File: config.mk
export PLATFORM = sky130hd
export DESIGN_NAME = exp_stream_sequencer
export DESIGN_NICKNAME = d
export VERILOG_FILES = /design/src/rtl/exp_stream_sequencer.sv
export SDC_FILE = /design/constraint.sdc
export NUM_CORES = 1
export LEC_CHECK = 0
export CORE_MARGIN = 5
export CORE_UTILIZATION = 25
export DETAILED_ROUTE_END_ITERATION = 7
export GPL_TIMING_DRIVEN = 0
export HOLD_SLACK_MARGIN = 0.15
export PLACE_DENSITY = 0.41
export SYNTH_ARGS = -nofsm -noshare
export SYNTH_HDL_FRONTEND = slang
export SYNTH_SLANG_ARGS = --single-unit
File: constraint.sdc
create_clock -name clk -period 6.6 [get_ports clk]
set_clock_uncertainty 0.2 [all_clocks]
set_input_delay 1.32 -clock clk [delete_from_list [all_inputs] [get_ports clk]]
set_output_delay 1.32 -clock clk [all_outputs]
set_load 0.02 [all_outputs]
File: src/rtl/exp_stream_sequencer.sv
// exp_stream_sequencer
// Drives one stochastic exponential evaluation on the bitstream exp unit.
// A binary operand becomes the x stream, four LFSR comparators produce the
// 1/2, 1/3, 1/4 and 1/5 coefficient streams, and y ones are counted over a
// 2**WIDTH cycle window after the unit's history has been flushed.
//
// Optional build macro: EXP_SEQ_COEFF_OVERRIDE_EN
//   Adds coeff_wr/coeff_sel/coeff_data so T2..T5 become IDLE-writable
//   registers. Without it the thresholds are fixed at floor(2**WIDTH/k).
//
// state  | meaning
// -------+-------------------------------------------------------------
// IDLE   | waiting for start; x stream held at 0
// WARM   | x stream driven for WARMUP cycles to flush unit history
// RUN    | 2**WIDTH cycle window, ones-counter accumulates exp_y
// DONE   | single cycle: done high, result just loaded

module exp_stream_sequencer #(
  parameter int WIDTH  = 8,
  parameter int WARMUP = 5
) (
  input  logic             clk,
  input  logic             n_rst,
  input  logic             start,
  input  logic             abort,
  input  logic [WIDTH-1:0] x_value,
  output logic             busy,
  output logic             done,
  output logic [WIDTH:0]   result,
  output logic             exp_x,
  output logic             exp_a2,
  output logic             exp_a3,
  output logic             exp_a4,
  output logic             exp_a5,
  input  logic             exp_y
`ifdef EXP_SEQ_COEFF_OVERRIDE_EN
  ,
  input  logic             coeff_wr,
  input  logic [1:0]       coeff_sel,
  input  logic [WIDTH-1:0] coeff_data
`endif
);

  localparam int FULL  = 1 << WIDTH;
  // Counter must hold both the window reload and the warm-up reload.
  localparam int CNT_W = (WIDTH > $clog2(WARMUP)) ? WIDTH : $clog2(WARMUP);

  localparam logic [CNT_W-1:0] WARM_LOAD = CNT_W'(WARMUP - 1);
  localparam logic [CNT_W-1:0] RUN_LOAD  = CNT_W'(FULL - 1);

  localparam logic [WIDTH-1:0] T2_RST = WIDTH'(FULL / 2);
  localparam logic [WIDTH-1:0] T3_RST = WIDTH'(FULL / 3);
  localparam logic [WIDTH-1:0] T4_RST = WIDTH'(FULL / 4);
  localparam logic [WIDTH-1:0] T5_RST = WIDTH'(FULL / 5);

  localparam logic [15:0] SEED_X = 16'hACE1;
  localparam logic [15:0] SEED_2 = 16'h1D87;
  localparam logic [15:0] SEED_3 = 16'h5B3C;
  localparam logic [15:0] SEED_4 = 16'hE2A9;
  localparam logic [15:0] SEED_5 = 16'h7F10;

  typedef enum logic [1:0] {
    S_IDLE = 2'd0,
    S_WARM = 2'd1,
    S_RUN  = 2'd2,
    S_DONE = 2'd3
  } state_t;

  state_t           state;
  state_t           state_nxt;

  logic [15:0]      lfsr_x;
  logic [15:0]      lfsr_2;
  logic [15:0]      lfsr_3;
  logic [15:0]      lfsr_4;
  logic [15:0]      lfsr_5;

  logic [WIDTH-1:0] t2;
  logic [WIDTH-1:0] t3;
  logic [WIDTH-1:0] t4;
  logic [WIDTH-1:0] t5;

  logic [WIDTH-1:0] x_lat;
  logic [WIDTH-1:0] x_cmp;
  logic [CNT_W-1:0] cycle_cnt;
  logic [WIDTH:0]   ones_cnt;
  logic [WIDTH:0]   ones_inc;
  logic             cnt_tc;
  logic             active_nxt;

  // x^16 + x^14 + x^13 + x^11 + 1, Fibonacci form, shifting towards the MSB
  function automatic logic [15:0] lfsr_step(input logic [15:0] s);
    return {s[14:0], s[15] ^ s[13] ^ s[12] ^ s[10]};
  endfunction

  assign cnt_tc   = (cycle_cnt == '0);
  assign ones_inc = ones_cnt + {{WIDTH{1'b0}}, exp_y};
  // On the start cycle x_lat is not loaded yet, so compare against the input.
  assign x_cmp    = (state == S_IDLE) ? x_value : x_lat;

`ifdef EXP_SEQ_COEFF_OVERRIDE_EN
  // Threshold registers, writable only while idle so a run sees fixed values
  always_ff @(posedge clk or negedge n_rst) begin
    if (!n_rst) begin
      t2 <= T2_RST;
      t3 <= T3_RST;
      t4 <= T4_RST;
      t5 <= T5_RST;
    end else if (coeff_wr && (state == S_IDLE)) begin
      case (coeff_sel)
        2'd0:    t2 <= coeff_data;
        2'd1:    t3 <= coeff_data;
        2'd2:    t4 <= coeff_data;
        default: t5 <= coeff_data;
      endcase
    end
  end
`else
  assign t2 = T2_RST;
  assign t3 = T3_RST;
  assign t4 = T4_RST;
  assign t5 = T5_RST;
`endif

  // Random sources free-run in every state
  always_ff @(posedge clk or negedge n_rst) begin
    if (!n_rst) begin
      lfsr_x <= SEED_X;
      lfsr_2 <= SEED_2;
      lfsr_3 <= SEED_3;
      lfsr_4 <= SEED_4;
      lfsr_5 <= SEED_5;
    end else begin
      lfsr_x <= lfsr_step(lfsr_x);
      lfsr_2 <= lfsr_step(lfsr_2);
      lfsr_3 <= lfsr_step(lfsr_3);
      lfsr_4 <= lfsr_step(lfsr_4);
      lfsr_5 <= lfsr_step(lfsr_5);
    end
  end

  // Registered coefficient streams, independent of the FSM
  always_ff @(posedge clk or negedge n_rst) begin
    if (!n_rst) begin
      exp_a2 <= 1'b0;
      exp_a3 <= 1'b0;
      exp_a4 <= 1'b0;
      exp_a5 <= 1'b0;
    end else begin
      exp_a2 <= (lfsr_2[WIDTH-1:0] < t2);
      exp_a3 <= (lfsr_3[WIDTH-1:0] < t3);
      exp_a4 <= (lfsr_4[WIDTH-1:0] < t4);
      exp_a5 <= (lfsr_5[WIDTH-1:0] < t5);
    end
  end

  // x stream gated by the next state so it is 0 in exactly IDLE and DONE
  always_ff @(posedge clk or negedge n_rst) begin
    if (!n_rst) begin
      exp_x <= 1'b0;
    end else begin
      exp_x <= active_nxt & (lfsr_x[WIDTH-1:0] < x_cmp);
    end
  end

  // State register
  always_ff @(posedge clk or negedge n_rst) begin
    if (!n_rst) begin
      state <= S_IDLE;
    end else begin
      state <= state_nxt;
    end
  end

  // Next-state logic; abort outranks the terminal count in WARM and RUN
  always_comb begin
    state_nxt = state;
    case (state)
      S_IDLE: if (start) state_nxt = S_WARM;
      S_WARM: begin
        if (abort)       state_nxt = S_IDLE;
        else if (cnt_tc) state_nxt = S_RUN;
      end
      S_RUN: begin
        if (abort)       state_nxt = S_IDLE;
        else if (cnt_tc) state_nxt = S_DONE;
      end
      default:           state_nxt = S_IDLE;
    endcase
  end

  // Moore outputs decoded from the current state
  always_comb begin
    busy       = (state == S_WARM) || (state == S_RUN);
    done       = (state == S_DONE);
    active_nxt = (state_nxt == S_WARM) || (state_nxt == S_RUN);
  end

  // Operand latch, down-counter, ones-counter and result register
  always_ff @(posedge clk or negedge n_rst) begin
    if (!n_rst) begin
      x_lat     <= '0;
      cycle_cnt <= '0;
      ones_cnt  <= '0;
      result    <= '0;
    end else begin
      case (state)
        S_IDLE: begin
          if (start) begin
            x_lat     <= x_value;
            cycle_cnt <= WARM_LOAD;
            ones_cnt  <= '0;
          end
        end
        S_WARM: begin
          if (!abort) begin
            cycle_cnt <= cnt_tc ? RUN_LOAD : (cycle_cnt - CNT_W'(1));
          end
        end
        S_RUN: begin
          if (!abort) begin
            ones_cnt <= ones_inc;
            // Loading on the final RUN edge makes result valid during DONE.
            if (cnt_tc) result    <= ones_inc;
            else        cycle_cnt <= cycle_cnt - CNT_W'(1);
          end
        end
        default: ;
      endcase
    end
  end

endmodule

==> impl_metrics.env <==
export IMPL_yosysSeqAreaShare_pct=66.88
export IMPL_yosysTopAreaCell="dfrtp_1"
export IMPL_die_y_um=145.7
export IMPL_core_um2=18020
export IMPL_first_pass_iters=4
export IMPL_rr_worst_depth=9
export IMPL_fillCellCount=1788
export IMPL_antennaDiodeCount=0
export IMPL_crit_arrival_ns=1.93
export IMPL_avgSynthCellArea_um2=14.48
export IMPL_clock_sinks=121
export IMPL_yosys_most_used_dff="dfrtp_1"
export IMPL_postCtsHoldBufs=2
export IMPL_synthTopCellsByArea="dfrtp_1 43%, dfstp_2 23%, ha_1 3.8%, xnor2_1 2.9%, mux2_4 2.6%"
export IMPL_antenna_found_initial=0
export IMPL_grt_total_usage_pct=8.336
export IMPL_cp_slowest_cell="clkdlybuf4s50_1"
export IMPL_top_usage_layer="met1"
export IMPL_syn_nets=345
export IMPL_dp_hpwl_um=5382
export IMPL_yosys_warnings=0
export IMPL_nets=395
export IMPL_cts_resized=0
export IMPL_startpoint_type="register"
export IMPL_p_leak_nw=2.621
export IMPL_route_detailed_drc=0
export IMPL_globalplace_congestion=0.7946
export IMPL_cp_required_ns=5.08
export IMPL_synth_edf_count=0
export IMPL_cts_buffers=17
export IMPL_cts_clk_slew_worst_paths_ns=0.06
export IMPL_die_area_um2=21230
export IMPL_yosysUniqueCellTypes=58
export IMPL_rows=49
export IMPL_cp_end_kind="output port"
export IMPL_cts_tree="yes"
export IMPL_p_per_area_nw_per_um2=417.8
export IMPL_syn_inst=318
export IMPL_use_met3_pct=3.799
export IMPL_hp_class="reg2reg"
export IMPL_port_buffers=28
export IMPL_io_pins=29
export IMPL_setup_viol=0
export IMPL_vdd_drop_max_mv=0.1784
export IMPL_mostFrequentLayoutCells="80 x dfrtp_1, 41 x dfstp_2, 27 x clkdlybuf4s50_1"
export IMPL_drv_slew=0
export IMPL_critPathKind="reg2out"
export IMPL_total_power_mw=2.450
export IMPL_crit_path_end="busy"
export IMPL_final_hold_violation_count=0
export IMPL_num_vias=2576
export IMPL_cp_depth=3
export IMPL_reg2reg_slack_ns=3.72
export IMPL_fin_crit_sh_pct=52.20
export IMPL_r2r_start="state[0]"
export IMPL_max_slew_margin_pct=64.66
export IMPL_wire_per_inst_um=13.59
export IMPL_grt_ovfl_total=0
export IMPL_synthToLayoutAreaGrowth_pct=27.36
export IMPL_antenna_left=0
export IMPL_gr_usage_met1_pct=11.46
export IMPL_grt_pass1_vias=2670
export IMPL_final_common_cell="dfrtp_1"
export IMPL_vias_per_cell=4.223
export IMPL_slowest_delay_ns=0.63
export IMPL_period_needed_ns=3.446
export IMPL_layout_drive_gt1_share_pct=27.56
export IMPL_clk_latency_ns=0.41
export IMPL_worst_pin_slew_ns=0.5290
export IMPL_rsz0062_at_grt="no"
export IMPL_ys_ff_latch=121
export IMPL_critical_path_max_fanout=5
export IMPL_clockBufferDepth=2
export IMPL_die_width_um=145.7
export IMPL_cts_setup_buffers=0
export IMPL_yosysTopAreaCellShare_pct=43.48
export IMPL_wirelength_um=8292
export IMPL_cts_root_buffer="clkbuf_16"
export IMPL_async_reset_ff_share_pct=100.0
export IMPL_syn_area_um2=4604
export IMPL_max_cap_viol_count=0
export IMPL_setup_tns_ns=0
export IMPL_cp_buffers_inverters=2
export IMPL_outcome="finished clean"
export IMPL_grt_pass1_wl_um=13960
export IMPL_cp_top_family="buffers and inverters"
export IMPL_crit_chain="inv_1 > ha_1 > clkdlybuf4s50_1"
export IMPL_detail_route_iter0_violations=100
export IMPL_fin_util_pct=32.54
export IMPL_htree_levels=4
export IMPL_fmax_ghz=0.2902
export IMPL_r2r_end="exp_x"
export IMPL_start_util_pct=25.54
export IMPL_startpoint="state[0]"
export IMPL_grt_start_max_net_pins=85
export IMPL_gr_usage_met2_pct=11.46
worst min-delay path by stage:
stage	start	to	cells past startpoint	slack (ns)
finish	lfsr_2[14]	lfsr_2[15]	0	0.15
global route	lfsr_x[14]	lfsr_x[15]	0	0.16
CTS	lfsr_x[8]	lfsr_x[9]	0	0.15
detailed placement	lfsr_2[4]	lfsr_2[5]	0	0.14
global placement	lfsr_2[3]	lfsr_2[4]	0	0.14
floorplan	lfsr_2[14]	lfsr_2[15]	0	0.13
cell families (layout without fill, tap and decap cells):
group,after synthesis,in the layout,synth area share [%]
AND/OR/NAND/NOR,58,58,7.663
XOR/XNOR,22,22,4.185
multiplexers,24,24,6.305
AO/OA/AOI/OAI,62,62,9.321
adder cells (fa/ha/maj),14,14,3.804
flip-flops,121,121,66.87
buffers and inverters,17,80,1.848
state kept, by name, summed over array words and instances, names as in the netlist:
name and flops:
ones_cnt 9, state 2, lfsr_3 16, exp_a3 1, exp_a2 1, exp_a4 1
result 9, cycle_cnt 8, lfsr_4 16, exp_x 1, x_lat 8, lfsr_x 16
lfsr_2 16, lfsr_5 16, exp_a5 1
metrics by stage:
step / hold slack, ns / area [um2] / setup slack, ns / cells
after global routing: 0.1571 / 5864 / 3.062 / 610
after detailed placement: 0.1356 / 5200 / 3.017 / 576
after global placement: 0.1353 / 5171 / -0.6629 / 575
after floorplan: 0.1312 / 4604 / 3.724 / 318
final: 0.1467 / 5864 / 3.154 / 610
after CTS: 0.1514 / 5864 / 3.118 / 610
routing by layer:
metal  wire length [um]  vias to the layer above  part of all wire, %
li1                   -                     1235                    -
met3                385                        6                  4.6
met2               3648                       46                   44
met1               4166                     1289                   50
met4                 92                        0                  1.1
met5                  0                        -                    0
synthesized netlist by cell type (all sizes together) (2+ instances only):
| library cell | n |
|---|---|
| a211oi | 3 |
| o31ai | 4 |
| a211o | 2 |
| and3 | 3 |
| or3 | 2 |
| mux2 | 16 |
| a22o | 4 |
| o21a | 2 |
| dfrtp | 80 |
| mux2i | 8 |
| o22ai | 3 |
| dfstp | 41 |
| nand3 | 5 |
| xnor2 | 15 |
| o221ai | 2 |
| nand4 | 2 |
| nand2 | 13 |
| a21boi | 2 |
| nor3 | 8 |
| nor2b | 2 |
| ha | 14 |
| buf | 4 |
| a41oi | 2 |
| xor2 | 7 |
| nand2b | 5 |
| nor2 | 8 |
| and2 | 2 |
| inv | 12 |
| a21o | 2 |
| o21ai | 17 |
| a21oi | 10 |
area by class of cell:
| type | instances | area [um2] | area share [%] |
|---|---|---|---|
| Sequential cell | 121 | 3079 | 52.51 |
| Multi-Input combinational cell | 180 | 1440 | 24.56 |
| Clock buffer | 20 | 456.7 | 7.788 |
| Timing Repair Buffer | 31 | 329.1 | 5.611 |
| Tap cell | 229 | 286.5 | 4.886 |
| Clock inverter | 12 | 187.7 | 3.200 |
| Inverter | 12 | 45.04 | 0.7681 |
| Buffer | 5 | 40.04 | 0.6827 |
report_power, final:
| group | internal, mW | switching, mW |
|---|---|---|
| registers | 0.803 | 0.0445 |
| logic | 0.269 | 0.337 |
| clock network | 0.657 | 0.339 |
Note: power is estimated with default switching activity, not from simulation.
